$ cat config.mk
export PLATFORM = sky130hd
export DESIGN_NAME = lsu_axil_master
export DESIGN_NICKNAME = d
export VERILOG_FILES = /design/src/rtl/axil_pkg.sv /design/src/rtl/lsu_axil_master.sv
export SDC_FILE = /design/constraint.sdc
export NUM_CORES = 1
export LEC_CHECK = 0
export ABC_AREA = 1
export ABC_CLOCK_PERIOD_IN_PS = 2700
export BUFFER_PORTS_ARGS = -buffer_cell sky130_fd_sc_hd__buf_2
export CAP_MARGIN = 10
export CORE_MARGIN = 2
export CORE_UTILIZATION = 47
export DETAILED_ROUTE_END_ITERATION = 7
export PLACE_DENSITY_LB_ADDON = 0.1
export SETUP_SLACK_MARGIN = 0.2
export SLEW_MARGIN = 20
export SYNTH_ARGS = -nofsm -noshare
export SYNTH_HDL_FRONTEND = slang
export SYNTH_SLANG_ARGS = --single-unit
$ cat constraint.sdc
create_clock -name clk -period 2.7 [get_ports clk]
set_input_delay 0.54 -clock clk [delete_from_list [all_inputs] [get_ports clk]]
set_output_delay 0.54 -clock clk [all_outputs]
set_load 0.005 [all_outputs]
$ cat src/rtl/axil_pkg.sv
// axil_pkg: shared AXI-lite widths, response codes and LSU master FSM states.
package axil_pkg;
    localparam int AXIL_ADDR_W = 32;
    localparam int AXIL_DATA_W = 32;
    typedef enum logic [1:0] {OKAY = 2'b00, EXOKAY = 2'b01, SLVERR = 2'b10, DECERR = 2'b11} axil_resp_e;
    typedef enum logic [2:0] {IDLE, RD_ADDR, RD_DATA, WR_REQ, WR_RESP} lsu_axil_state_e;
endpackage

$ cat src/rtl/lsu_axil_master.sv
// lsu_axil_master: blocking AXI-lite master turning one LSU load/store into one AXI-lite transaction.
module lsu_axil_master
    import axil_pkg::*;
#(
    parameter int ADDR_W = AXIL_ADDR_W,
    parameter int DATA_W = AXIL_DATA_W,
    parameter int STRB_W = DATA_W / 8
) (
    input  logic              clk,
    input  logic              rst,
    input  logic              req_valid_i,
    output logic              req_ready_o,
    input  logic              req_we_i,
    input  logic [ADDR_W-1:0] req_addr_i,
    input  logic [DATA_W-1:0] req_wdata_i,
    input  logic [STRB_W-1:0] req_wstrb_i,
    output logic              resp_valid_o,
    output logic [DATA_W-1:0] resp_rdata_o,
    output logic              resp_err_o,
    output logic [ADDR_W-1:0] araddr_o,
    output logic              arvalid_o,
    input  logic              arready_i,
    input  logic [DATA_W-1:0] rdata_i,
    input  logic [1:0]        rresp_i,
    input  logic              rvalid_i,
    output logic              rready_o,
    output logic [ADDR_W-1:0] awaddr_o,
    output logic              awvalid_o,
    input  logic              awready_i,
    output logic [DATA_W-1:0] wdata_o,
    output logic [STRB_W-1:0] wstrb_o,
    output logic              wvalid_o,
    input  logic              wready_i,
    input  logic [1:0]        bresp_i,
    input  logic              bvalid_i,
    output logic              bready_o
);
    lsu_axil_state_e   state_q;
    logic              req_ready_q, resp_valid_q, resp_err_q;
    logic              arvalid_q, rready_q, awvalid_q, wvalid_q, bready_q;
    logic              aw_done_q, w_done_q, aw_done_d, w_done_d;
    logic [ADDR_W-1:0] addr_q;
    logic [DATA_W-1:0] wdata_q, resp_rdata_q;
    logic [STRB_W-1:0] wstrb_q;

    // AW and W finish independently; a channel counts as done from its handshake cycle on
    assign aw_done_d = aw_done_q | (awvalid_q & awready_i);
    assign w_done_d  = w_done_q | (wvalid_q & wready_i);

    always_ff @(posedge clk) begin
        resp_valid_q <= 1'b0;
        if (rst) begin
            state_q      <= IDLE;
            req_ready_q  <= 1'b0;
            arvalid_q    <= 1'b0;
            rready_q     <= 1'b0;
            awvalid_q    <= 1'b0;
            wvalid_q     <= 1'b0;
            bready_q     <= 1'b0;
            aw_done_q    <= 1'b0;
            w_done_q     <= 1'b0;
            resp_err_q   <= 1'b0;
            resp_rdata_q <= '0;
            addr_q       <= '0;
            wdata_q      <= '0;
            wstrb_q      <= '0;
        end else begin
            case (state_q)
                IDLE: begin
                    req_ready_q <= 1'b1;
                    if (req_valid_i && req_ready_q) begin
                        req_ready_q <= 1'b0;
                        addr_q      <= req_addr_i;
                        wdata_q     <= req_wdata_i;
                        wstrb_q     <= req_wstrb_i;
                        aw_done_q   <= 1'b0;
                        w_done_q    <= 1'b0;
                        awvalid_q   <= req_we_i;
                        wvalid_q    <= req_we_i;
                        arvalid_q   <= !req_we_i;
                        state_q     <= req_we_i ? WR_REQ : RD_ADDR;
                    end
                end
                RD_ADDR: if (arready_i) begin
                    arvalid_q <= 1'b0;
                    rready_q  <= 1'b1;
                    state_q   <= RD_DATA;
                end
                RD_DATA: if (rvalid_i) begin
                    resp_rdata_q <= rdata_i;
                    resp_err_q   <= (rresp_i != OKAY);
                    rready_q     <= 1'b0;
                    resp_valid_q <= 1'b1;
                    req_ready_q  <= 1'b1;
                    state_q      <= IDLE;
                end
                WR_REQ: begin
                    aw_done_q <= aw_done_d;
                    w_done_q  <= w_done_d;
                    if (awready_i) awvalid_q <= 1'b0;
                    if (wready_i) wvalid_q <= 1'b0;
                    if (aw_done_d && w_done_d) begin
                        bready_q <= 1'b1;
                        state_q  <= WR_RESP;
                    end
                end
                WR_RESP: if (bvalid_i) begin
                    resp_err_q   <= (bresp_i != OKAY);
                    bready_q     <= 1'b0;
                    resp_valid_q <= 1'b1;
                    req_ready_q  <= 1'b1;
                    state_q      <= IDLE;
                end
                default: state_q <= IDLE;
            endcase
        end
    end

    assign req_ready_o  = req_ready_q;
    assign resp_valid_o = resp_valid_q;
    assign resp_rdata_o = resp_rdata_q;
    assign resp_err_o   = resp_err_q;
    assign araddr_o     = addr_q;
    assign arvalid_o    = arvalid_q;
    assign rready_o     = rready_q;
    assign awaddr_o     = addr_q;
    assign awvalid_o    = awvalid_q;
    assign wdata_o      = wdata_q;
    assign wstrb_o      = wstrb_q;
    assign wvalid_o     = wvalid_q;
    assign bready_o     = bready_q;
endmodule

# == After elaboration in Yosys (flattened, before gate mapping) ==
# Cells that the tools add are included.
# op_classes
reduce_logical,23
n_eq_ne,11
n_bitwise,4
muxes,34
# op_table
cell,count
AND reduction 3 bit,7
one-hot mux 1 bit (2 select lines),9
two-way mux 1 bit,17
two-way mux 3 bit,5
one-hot mux 3 bit (5 select lines),1
"inequality test 2 bit, second input constant",7
nonzero test 2 bit,7
"equality test 3 x 2 -> 1 bit, second input constant",2
AND reduction 2 bit,3
AND reduction 5 bit,1
"equality test 3 x 1 -> 1 bit, second input constant",1
"equality test 3 bit, second input constant",1
logical NOT 3 bit,1
one-hot mux 1 bit (3 select lines),1
nonzero test 3 bit,1
AND 1 bit,2
logical AND 1 bit,2
two-way mux 2 bit,1
bitwise OR 1 bit,2
logical NOT 1 bit,1
# totals
out_inout_bits,140
regBits,113

# == Depth between registers and ports, before layout ==
# Gate-level depths: netlist (run 1).
# depth
ltp_word,5
ltp_mapped,8
ltp_nobuf,8

# == Worst setup path before layout (run 1) ==
# Ideal clock, no wire load.
# synth_timing
path_type,in2reg
start,in rst
end,reg addr_q[10] (netlist: araddr_o[10])
n_path_buf,3
cell_stages,4
slack_ps,1268
required_ps,2568
arrival_ps,1300
path_cell_list,clkbuf_1 clkbuf_1 clkbuf_1 a21oi_1
# synth_lines
item,line,text
start: declaration,lsu_axil_master.sv:10,"input logic rst,"
end signal: assignment,lsu_axil_master.sv:73,addr_q <= req_addr_i;
end: declaration,lsu_axil_master.sv:42,logic [ADDR_W-1:0] addr_q;
# No word-level cell between the ends.

# == Worst setup path in the final report (run 1) ==
# layout_timing
start,reg state_q[0]
end,reg awvalid_q (netlist: awvalid_o)
# layout_via
elab_chain_cells,3
# layout_rtl
item,line,text
start: declaration,lsu_axil_master.sv:38,lsu_axil_state_e state_q;
start signal: assignment,lsu_axil_master.sv:81,state_q <= req_we_i ? WR_REQ : RD_ADDR;
equality test 3 x 2 -> 1 bit / logical NOT 3 bit (equally long branches),lsu_axil_master.sv:68,case (state_q)
inequality test 2 bit (no line) / nonzero test 2 bit (equally long branches),--,
AND reduction 3 bit (no line),--,
end signal: assignment,lsu_axil_master.sv:78,awvalid_q <= req_we_i;
end: declaration,lsu_axil_master.sv:40,"logic arvalid_q, rready_q, awvalid_q, wvalid_q, bready_q;"
# Parallel ways exist; a longest one is shown, timed or not.
# A chain may end at the register's enable or synchronous reset.

==> results.md, run 1 <==
* HPWL Detailed at 8210 um
* Antenna viol nets, final at 0
* Antenna violations before repair at 1
* Commonest non-fill, non-tap cell in the layout: buf_2
* Worst-path fanout max at 71
* Vias in the first global route at 3953
* CP Launch Type: flip-flop
* Net Count, Synth at 665
* PortBufs at 252
* Final hold vios at 0
* Seq cells post-synth at 113
* # Max-Cap Violations at 0
* Post-Layout Cell Count at 885
* FP Rows at 34
* Commonest cells after routing, fill and taps aside: buf_2, nand2_1, dfxtp_1
* Maximum vdd drop at 0.581 mV
* Netlist cell types at 20
* Top-level I/O count at 253
* Vias per cell at 4.82
* H-tree lvl count at 4
* Run status: complete, no violations
* Placed Cells at 854
* Die Wd at 99.3 um
* Die ar. at 0.00986 sq mm
* Cts bufs inserted at 17
* Post-route cell area at 0.00591 sq mm
* 1st-iter DRT viols at 142
* Clk buf depth at 2
* Worst skew pair latency at 0.49 ns
* Post-CTS setup buffers at 0
* Ys Warns at 0
* CTS Sinks at 113
* Worst Path Required at 3.13 ns
* Clock Skew at 0.00861 ns
* Core Region at 0.00876 sq mm
* Syn avg cell area at 7.73 sq um
* Max-slew violation count at 0
* Post-synth design cell area at 0.00427 sq mm
* Vias at 4269
* Post-CTS Hold Buffers at 0
* Clock slew at reported path FFs at 0.06 ns
* Synthesized instance count at 552
* Slew @ Worst Pin at 0.716 ns
* Largest net degree at the start of global routing at 72
* Max Fclk at 560 MHz
* Sequential-to-total area share from yosys stat at 0.530
* Placed standard-cell area at 0.00533 sq mm
* P per Cell Area at 933 mW/mm^2
* Area Growth Syn to Fin at 38.6%
* Worst Setup Path Type: flip-flop to flip-flop
* RSZ-0062 raised after global routing: false
* Worst hold slack at 0.289 ns
* Tot Pwr at 5.52 mW
* Initial Utilization at 0.487
* Antenna diodes at 0
* CTS tree: done
* Gpl congestion at 0.856
* # DRC at 0
* Fin crit share at 0.661
* Final setup viols at 0
* CTS root buf: clkbuf_8
* GRT Total Usage at 0.229
* First-pass DRT Iterations at 5
* Arr. time, crit path at 2.21 ns
* CP endpoint kind: flip-flop
* GRT Residual Overflow at 0
* P_leak at 2.90 nW
* Period minus WS final at 1.79 ns
* Die height at 99.3 um
* Layout cells sized above 1 at 0.380
* # nets final at 878
* Final wirelength at 11600 um
* Worst slew margin at 0.522
* Wire per inst at 13.1 um
* Total Neg Setup Slack at 0 ns
* First-pass GRT wire length at 18000 um
* Cts repair resizes at 0
* Worst min-delay path category: input pin to flip-flop
==> kinds of logic (layout without fill, tap and decap cells) <==
| logic type | after synthesis | count (layout) | synth area share |
|---|---|---|---|
| simple gates | 246 | 246 | 0.228 |
| compound gates | 119 | 119 | 0.141 |
| buf+inv | 74 | 299 | 0.100 |
| flops | 113 | 113 | 0.530 |
==> path summary, 6_finish.rpt <==
check | from | endpoint | slack [ns] | depth (start not counted)
worst max-delay path | state_q[0] | awvalid_o | 0.91 | 7
worst min-delay path | req_addr_i[9] | araddr_o[9] | 0.29 | 3
worst max register to register | state_q[0] | awvalid_o | 0.91 | 7
worst min register to register | wdata_o[2] | wdata_o[2] | 0.46 | 2
==> where the power goes <==
group	switching, mW	internal (mW)
registers	0.166	1.95
clock network	0.723	1.44
logic	0.712	0.526
total	1.60	3.92
==> metal layers <==
layer / global-route usage / vias up / share of wire
met4: 0.115 / 2 / 0.030
met3: 0.0836 / 31 / 0.072
met2: 0.389 / 181 / 0.50
met1: 0.253 / 1890 / 0.40
met5: 0 / - / 0.00095
li1: - / 2165 / -
==> worst max-delay path, stage by stage, from the launching register on <==
cell and delay [ns]:
dfxtp_1 0.43, inv_1 0.15, nand4_4 0.13, buf_4 0.57, nand2_1 0.14, nand2_1 0.11, nand2_1 0.05, a21oi_1 0.12
==> final cells by class <==
type	instances	area, sq um
multi-input cells	365	1580
flip-flops and latches	113	2260
clock buffers	21	449
repair buffers	258	1320
inverters	10	37.5
fillers	792	2850
well taps	108	135
clock inverters	10	134
==> per-stage QoR <==
| step | utilization | setup slack (ns) |
|---|---|---|
| floorplan | - | 1.27 |
| global placement | 0.608 | 0.891 |
| detailed placement | 0.608 | 0.855 |
| CTS | 0.675 | 0.924 |
| global route | 0.675 | 0.691 |
| finish | 0.675 | 0.914 |
==> cell usage after synthesis <==
cell	number	area share
nand4_4	1	0.0050
a211oi_1	1	0.0018
nor2_4	1	0.0026
inv_2	2	0.0018
nand3_1	10	0.012
nand2_1	156	0.14
nor2_1	73	0.064
nand3b_1	1	0.0018
inv_1	8	0.0070
buf_4	36	0.063
a21oi_1	79	0.093
a31oi_1	2	0.0029
o21ai_0	36	0.042
or2_2	4	0.0059
buf_2	6	0.0070
dfxtp_1	113	0.53
clkbuf_1	16	0.014
o31ai_1	1	0.0018
buf_1	5	0.0044
buf_6	1	0.0026
==> state kept, by name, summed over array words and instances (netlist names), 3 cells and up <==
signal / flops
wdata_o: 32
araddr_o: 32
wstrb_o: 4
state_q: 3
resp_rdata_o: 32
(Power assumes the default switching activity.)
==> inputs of run 2 (changes only) <==
- ABC_CLOCK_PERIOD_IN_PS: 2700 -> 1700
- CORE_UTILIZATION: 47 -> 43
- clock period: 2.7 -> 1.7 ns (I/O delays scaled with it)
==> results.md, run 2 (synthesis gave the netlist of run 1 again) <==
* Run status: complete, no violations (unchanged)
* Initial Utilization at 0.441 (was 0.487)
* Antenna violations before repair at 0 (was 1)
* Fin crit share at 0.841 (was 0.661)
* GRT Residual Overflow at 0 (unchanged)
* Critical R2R Launch: state_q[1] (was state_q[0])
* Worst Hold End: wdata_o[16] (was araddr_o[9])
* Vias in the first global route at 3803 (was 3953)
* Commonest non-fill, non-tap cell in the layout: buf_2 (unchanged)
* Largest net degree at the start of global routing at 77 (was 72)
* First-pass DRT Iterations at 5 (unchanged)
* Antenna diodes at 0 (unchanged)
* Core Region at 0.00968 sq mm (was 0.00876 sq mm)
* Sw frac at 0.298 (was 0.290)
* CTS root buf: clkbuf_8 (unchanged)
* P_sw at 2.59 mW (was 1.60 mW)
* Cts bufs inserted at 17 (unchanged)
* CP endpoint kind: flip-flop (unchanged)
* Worst hold slack at 0.0835 ns (was 0.289 ns)
* GRT Total Usage at 0.216 (was 0.229)
* Reg2Reg Setup Slack at 0.27 ns (was 0.91 ns)
* Slew @ Worst Pin at 0.425 ns (was 0.716 ns)
* Die Wd at 104 um (was 99.3 um)
* Worst Setup Path Type: flip-flop to flip-flop (unchanged)
* Total of fill cells in the finished design at 898 (was 792)
* Final setup viols at 0 (unchanged)
* Clock slew at reported path FFs at 0.05 ns (was 0.06 ns)
* # Max-Cap Violations at 0 (unchanged)
* FF-to-FF End: wdata_o[10] (was awvalid_o)
* Vias per cell at 4.73 (was 4.82)
* Post-layout utilization of the core at 0.628 (was 0.675)
* Internal power at 6.11 mW (was 3.92 mW)
* CTS Sinks at 113 (unchanged)
* H-tree lvl count at 4 (unchanged)
* CP Cell Sequence: nor2_4, nand4_4, buf_12, clkbuf_16, nand2_1, a21oi_1 (was inv_1, nand4_4, buf_4, nand2_1, nand2_1, nand2_1, a21oi_1)
* Final hold vios at 0 (unchanged)
* Area Growth Syn to Fin at 42.4% (was 38.6%)
* PortBufs at 252 (unchanged)
* Arr. time, crit path at 1.79 ns (was 2.21 ns)
* Reg2reg path depth at 6 (was 7)
* Worst skew pair latency at 0.50 ns (was 0.49 ns)
* CP Launch Type: flip-flop (unchanged)
* Clock Skew at 0.0115 ns (was 0.00861 ns)
* Vias at 4340 (was 4269)
* Slowest stage delay, CP at 0.34 ns (was 0.57 ns)
* HP Start: req_wdata_i[16] (was req_addr_i[9])
* P per Cell Area at 1430 mW/mm^2 (was 933 mW/mm^2)
* Worst Path Required at 2.06 ns (was 3.13 ns)
* # nets final at 886 (was 878)
* FP Rows at 36 (was 34)
* P_leak at 2.97 nW (was 2.90 nW)
* Die height at 104 um (was 99.3 um)
* CTS tree: done (unchanged)
* Clk buf depth at 2 (unchanged)
* Gpl congestion at 0.782 (was 0.856)
* Antenna viol nets, final at 0 (unchanged)
* HPWL Detailed at 8180 um (was 8210 um)
* Worst min-delay path category: input pin to flip-flop (unchanged)
* Max Fclk at 699 MHz (was 560 MHz)
* Die ar. at 0.0107 sq mm (was 0.00986 sq mm)
* First-pass GRT wire length at 18900 um (was 18000 um)
* Layout cells sized above 1 at 0.390 (was 0.380)
* Pre-CTS WS at 0.162 ns (was 0.855 ns)
* Post-CTS Hold Buffers at 0 (unchanged)
* # DRC at 0 (unchanged)
* RSZ-0062 raised after global routing: false (unchanged)
* Clock power share at 0.356 (was 0.392)
* 1st-iter DRT viols at 286 (was 142)
* Final setup margin at 0.270 ns (was 0.914 ns)
* Hold Crit Depth at 3 (unchanged)
* Max-slew violation count at 0 (unchanged)
* Sequential share of power at 0.387 (was 0.383)
* Placed standard-cell area at 0.00544 sq mm (was 0.00533 sq mm)
* Total Neg Setup Slack at 0 ns (unchanged)
* Combinational power share at 0.257 (was 0.224)
* Wire per inst at 13.3 um (was 13.1 um)
* Maximum vdd drop at 0.763 mV (was 0.581 mV)
* Commonest cells after routing, fill and taps aside: buf_2, nand2_1, dfxtp_1 (unchanged)
* Worst slew margin at 0.715 (was 0.522)
* Final wirelength at 12200 um (was 11600 um)
* Period minus WS final at 1.43 ns (was 1.79 ns)
* Worst-path fanout max at 35 (was 71)
* CP max stage cell: dfxtp_2 (was buf_4)
* Post-route cell area at 0.00608 sq mm (was 0.00591 sq mm)
* Top-level I/O count at 253 (unchanged)
## run 2: cell types whose count changed in the layout (fill, tap and decap cells not counted), sizes merged
cell      change
buf           +6
bufinv        -3
clkbuf        +6
clkinvlp      -1
inv           -1
## run 2: stage by stage
stage          total power, mW  std cells
6_report                  8.70        917
2_1_floorplan             4.65        552
3_5_place_dp              5.48        882
4_1_cts                   8.62        912
3_3_place_gp              5.42        882
5_1_grt                   9.23        917
## run 2: area by class of cell
class,count,area [sq um],area share
clock buffers,25,504,0.0830
clock inverters,5,27.5,0.00453
inverters,10,45.0,0.00741
multi-input cells,365,1580,0.260
flip-flops and latches,113,2260,0.373
well taps,133,166,0.0274
repair buffers,266,1490,0.245
## run 2: layer usage
layer,global-route usage,up-vias,routed length [um]
li1,-,2188,-
met4,0.0801,0,182
met3,0.0667,17,872
met1,0.252,1955,5000
met5,0,-,0
met2,0.373,180,6130
## run 2: worst max-delay path, delay by kind of cell, from the launching register on
family / cells / cell delay, ns
AND/OR/NAND/NOR: 3 / 0.49
buffers and inverters: 2 / 0.40
flip-flops: 1 / 0.34
AO/OA/AOI/OAI: 1 / 0.06
## run 2: repair_timing
item / in CTS / in global routing
buffers inserted: 0 / 3
endpoints found under the setup margin: 11 / 98
resized for setup: 2 / 9
pin swaps: 0 / 2
gates cloned: 0 / 2
## run 2: worst max-delay path by stage
stage | endpoint | from
global placement | state_q[1] | state_q[1]
floorplan | state_q[0] | state_q[1]
detailed placement | state_q[0] | state_q[1]
finish | wdata_o[10] | state_q[1]
global route | wdata_o[13] | state_q[1]
CTS | wdata_o[22] | state_q[2]
## run 2: power groups by stage
stage	combinational (mW)	sequential [mW]	clock, mW
floorplan	1.21	3.44	0
global placement	2.04	3.38	0
detailed placement	2.07	3.40	0
CTS	2.08	3.36	3.18
global route	2.49	3.42	3.32
finish	2.24	3.36	3.10
==> inputs of run 3 (changes only) <==
- ABC_CLOCK_PERIOD_IN_PS: 1700 -> 1300
- CORE_UTILIZATION: 43 -> 39
- clock period: 1.7 -> 1.3 ns (I/O delays scaled with it)
==> results.md, run 3 (synthesis gave the netlist of run 1 again) <==
* CP Launch Type: flip-flop (unchanged)
* Top-level I/O count at 253 (unchanged)
* Sw frac at 0.309 (was 0.298)
* Antenna violations before repair at 1 (was 0)
* Sequential share of power at 0.323 (was 0.387)
* Hold Crit Depth at 3 (unchanged)
* Run status: finished, violations left (was complete, no violations)
* CTS root buf: clkbuf_8 (unchanged)
* Maximum vdd drop at 0.986 mV (was 0.763 mV)
* Combinational power share at 0.361 (was 0.257)
* Post-Layout Cell Count at 1075 (was 917)
* Clock power share at 0.316 (was 0.356)
* Vias in the first global route at 4715 (was 3803)
* P per Cell Area at 1640 mW/mm^2 (was 1430 mW/mm^2)
* Final setup viols at 47 (was 0)
* Reg2reg path depth at 8 (was 6)
* Final wirelength at 17500 um (was 12200 um)
* Clk buf depth at 2 (unchanged)
* Antenna viol nets, final at 0 (unchanged)
* Core Region at 0.0107 sq mm (was 0.00968 sq mm)
* Cts bufs inserted at 17 (unchanged)
* Failing checks: setup timing
* Area Growth Syn to Fin at 105% (was 42.4%)
* RSZ-0062 raised after global routing: true (was false)
* CP endpoint kind: flip-flop (unchanged)
* GRT Total Usage at 0.231 (was 0.216)
* Commonest cells after routing, fill and taps aside: buf_2, nand2_1, dfxtp_2 (was buf_2, nand2_1, dfxtp_1)
* CTS tree: done (unchanged)
* Period minus WS final at 1.37 ns (was 1.43 ns)
* Commonest non-fill, non-tap cell in the layout: buf_2 (unchanged)
* Worst min-delay path category: input pin to flip-flop (unchanged)
* Reg2Reg Setup Slack at -0.07 ns (was 0.27 ns)
* First-pass DRT Iterations at 4 (was 5)
* Worst Hold End: resp_rdata_o[31] (was wdata_o[16])
* GRT Residual Overflow at 0 (unchanged)
* Total of fill cells in the finished design at 622 (was 898)
* # nets final at 1034 (was 886)
* Final setup margin at -0.0651 ns (was 0.270 ns)
* Internal power at 9.95 mW (was 6.11 mW)
* Wire per inst at 16.3 um (was 13.3 um)
* Placed standard-cell area at 0.00555 sq mm (was 0.00544 sq mm)
* Fin crit share at 1.05 (was 0.841)
* Total Neg Setup Slack at -0.915 ns (was 0 ns)
* Clock slew at reported path FFs at 0.06 ns (was 0.05 ns)
* Slew @ Worst Pin at 0.346 ns (was 0.425 ns)
* Layout cells sized above 1 at 0.580 (was 0.390)
* # Max-Cap Violations at 0 (unchanged)
* Worst Path Required at 1.74 ns (was 2.06 ns)
* Clock Skew at 0.0100 ns (was 0.0115 ns)
* H-tree lvl count at 4 (unchanged)
* HP Start: rdata_i[31] (was req_wdata_i[16])
* CTS Sinks at 113 (unchanged)
* Largest net degree at the start of global routing at 77 (unchanged)
* Gpl congestion at 0.749 (was 0.782)
* Worst Setup Path Type: flip-flop to flip-flop (unchanged)
* Die Wd at 109 um (was 104 um)
* Placed Cells at 896 (was 882)
* Arr. time, crit path at 1.81 ns (was 1.79 ns)
* FF-to-FF End: wvalid_o (was wdata_o[10])
* Initial Utilization at 0.397 (was 0.441)
* PortBufs at 252 (unchanged)
* Post-route cell area at 0.00877 sq mm (was 0.00608 sq mm)
* 1st-iter DRT viols at 298 (was 286)
* FP Rows at 38 (was 36)
* Critical R2R Launch: state_q[1] (unchanged)
* P_leak at 3.94 nW (was 2.97 nW)
* Die height at 109 um (was 104 um)
* Flip-flop and latch area at 0.00242 sq mm (was 0.00226 sq mm)
* # DRC at 0 (unchanged)
* P_sw at 4.46 mW (was 2.59 mW)
* Max Fclk at 733 MHz (was 699 MHz)
* Vias at 5270 (was 4340)
* First-pass GRT wire length at 21300 um (was 18900 um)
* HPWL Detailed at 8270 um (was 8180 um)
* Area of the multi-input gates at 0.00191 sq mm (was 0.00158 sq mm)
* Worst slew margin at 0.770 (was 0.715)
* Max-slew violation count at 0 (unchanged)
* Worst skew pair latency at 0.52 ns (was 0.50 ns)
* Vias per cell at 4.90 (was 4.73)
* Die ar. at 0.0118 sq mm (was 0.0107 sq mm)
* Final hold vios at 0 (unchanged)
* Worst-path fanout max at 7 (was 35)
[run 3: per-stage QoR]
| stage | hold WS [ns] | power, mW | utilization | setup slack [ns] |
|---|---|---|---|---|
| after floorplan | 0.403 | 6.20 | - | 0.0849 |
| after global placement | 0.443 | 7.30 | 0.517 | -0.00540 |
| after detailed placement | 0.448 | 7.35 | 0.517 | -0.0480 |
| after CTS | 0.00909 | 12.8 | 0.713 | 0.0443 |
| after global routing | 0.0133 | 15.1 | 0.816 | -0.102 |
| final | 0.0195 | 14.4 | 0.816 | -0.0651 |
[run 3: layer usage]
metal / wire length (um) / track usage
met1: 6460 / 0.236
met2: 9250 / 0.418
met3: 1110 / 0.0687
met4: 728 / 0.132
met5: 0 / 0
[run 3: power groups by stage]
| stage | clock [mW] | sequential (mW) | combinational, mW |
|---|---|---|---|
| finish | 4.56 | 4.65 | 5.20 |
| global route | 4.78 | 4.71 | 5.58 |
| CTS | 4.61 | 4.55 | 3.59 |
| detailed placement | 0 | 4.46 | 2.90 |
| global placement | 0 | 4.43 | 2.87 |
| floorplan | 0 | 4.51 | 1.68 |
[run 3: area by class of cell]
class	count	area share
Timing Repair Buffer	413	0.413
Sequential cell	113	0.276
Multi-Input combinational cell	366	0.218
Clock buffer	18	0.0477
Tap cell	140	0.0200
Clock inverter	14	0.0190
Inverter	10	0.00656
Antenna cell	1	0.000285
[run 3: worst max-delay path: stages, from the launching register on]
cell     delay, ns
dfxtp_4       0.38
inv_2         0.05
nor2_4        0.14
buf_4         0.15
nand2_4       0.08
or2_2         0.28
nand2_1       0.06
nand2_1       0.04
a21oi_1       0.11
[run 3: timing repair]
action / in CTS / in global routing
setup buffers: 10 / 20
hold buffers: 98 / 0
endpoints found under the setup margin: 252 / 253
hold endpoints to repair: 98 / 0
gates resized for setup: 165 / 147
cloned: 1 / 17
pin swaps: 6 / 28
[run 3: worst max path at each step]
stage                            from  cells past startpoint  slack (ns)                to
after floorplan            state_q[1]                      7        0.08       wdata_o[10]
after global placement     state_q[1]                      7      -0.005  resp_rdata_o[15]
after detailed placement   state_q[1]                      7       -0.05  resp_rdata_o[16]
after CTS                 req_ready_o                      1        0.04       req_ready_o
after global routing       state_q[1]                      8       -0.10          wvalid_o
final                      state_q[1]                      8       -0.07          wvalid_o
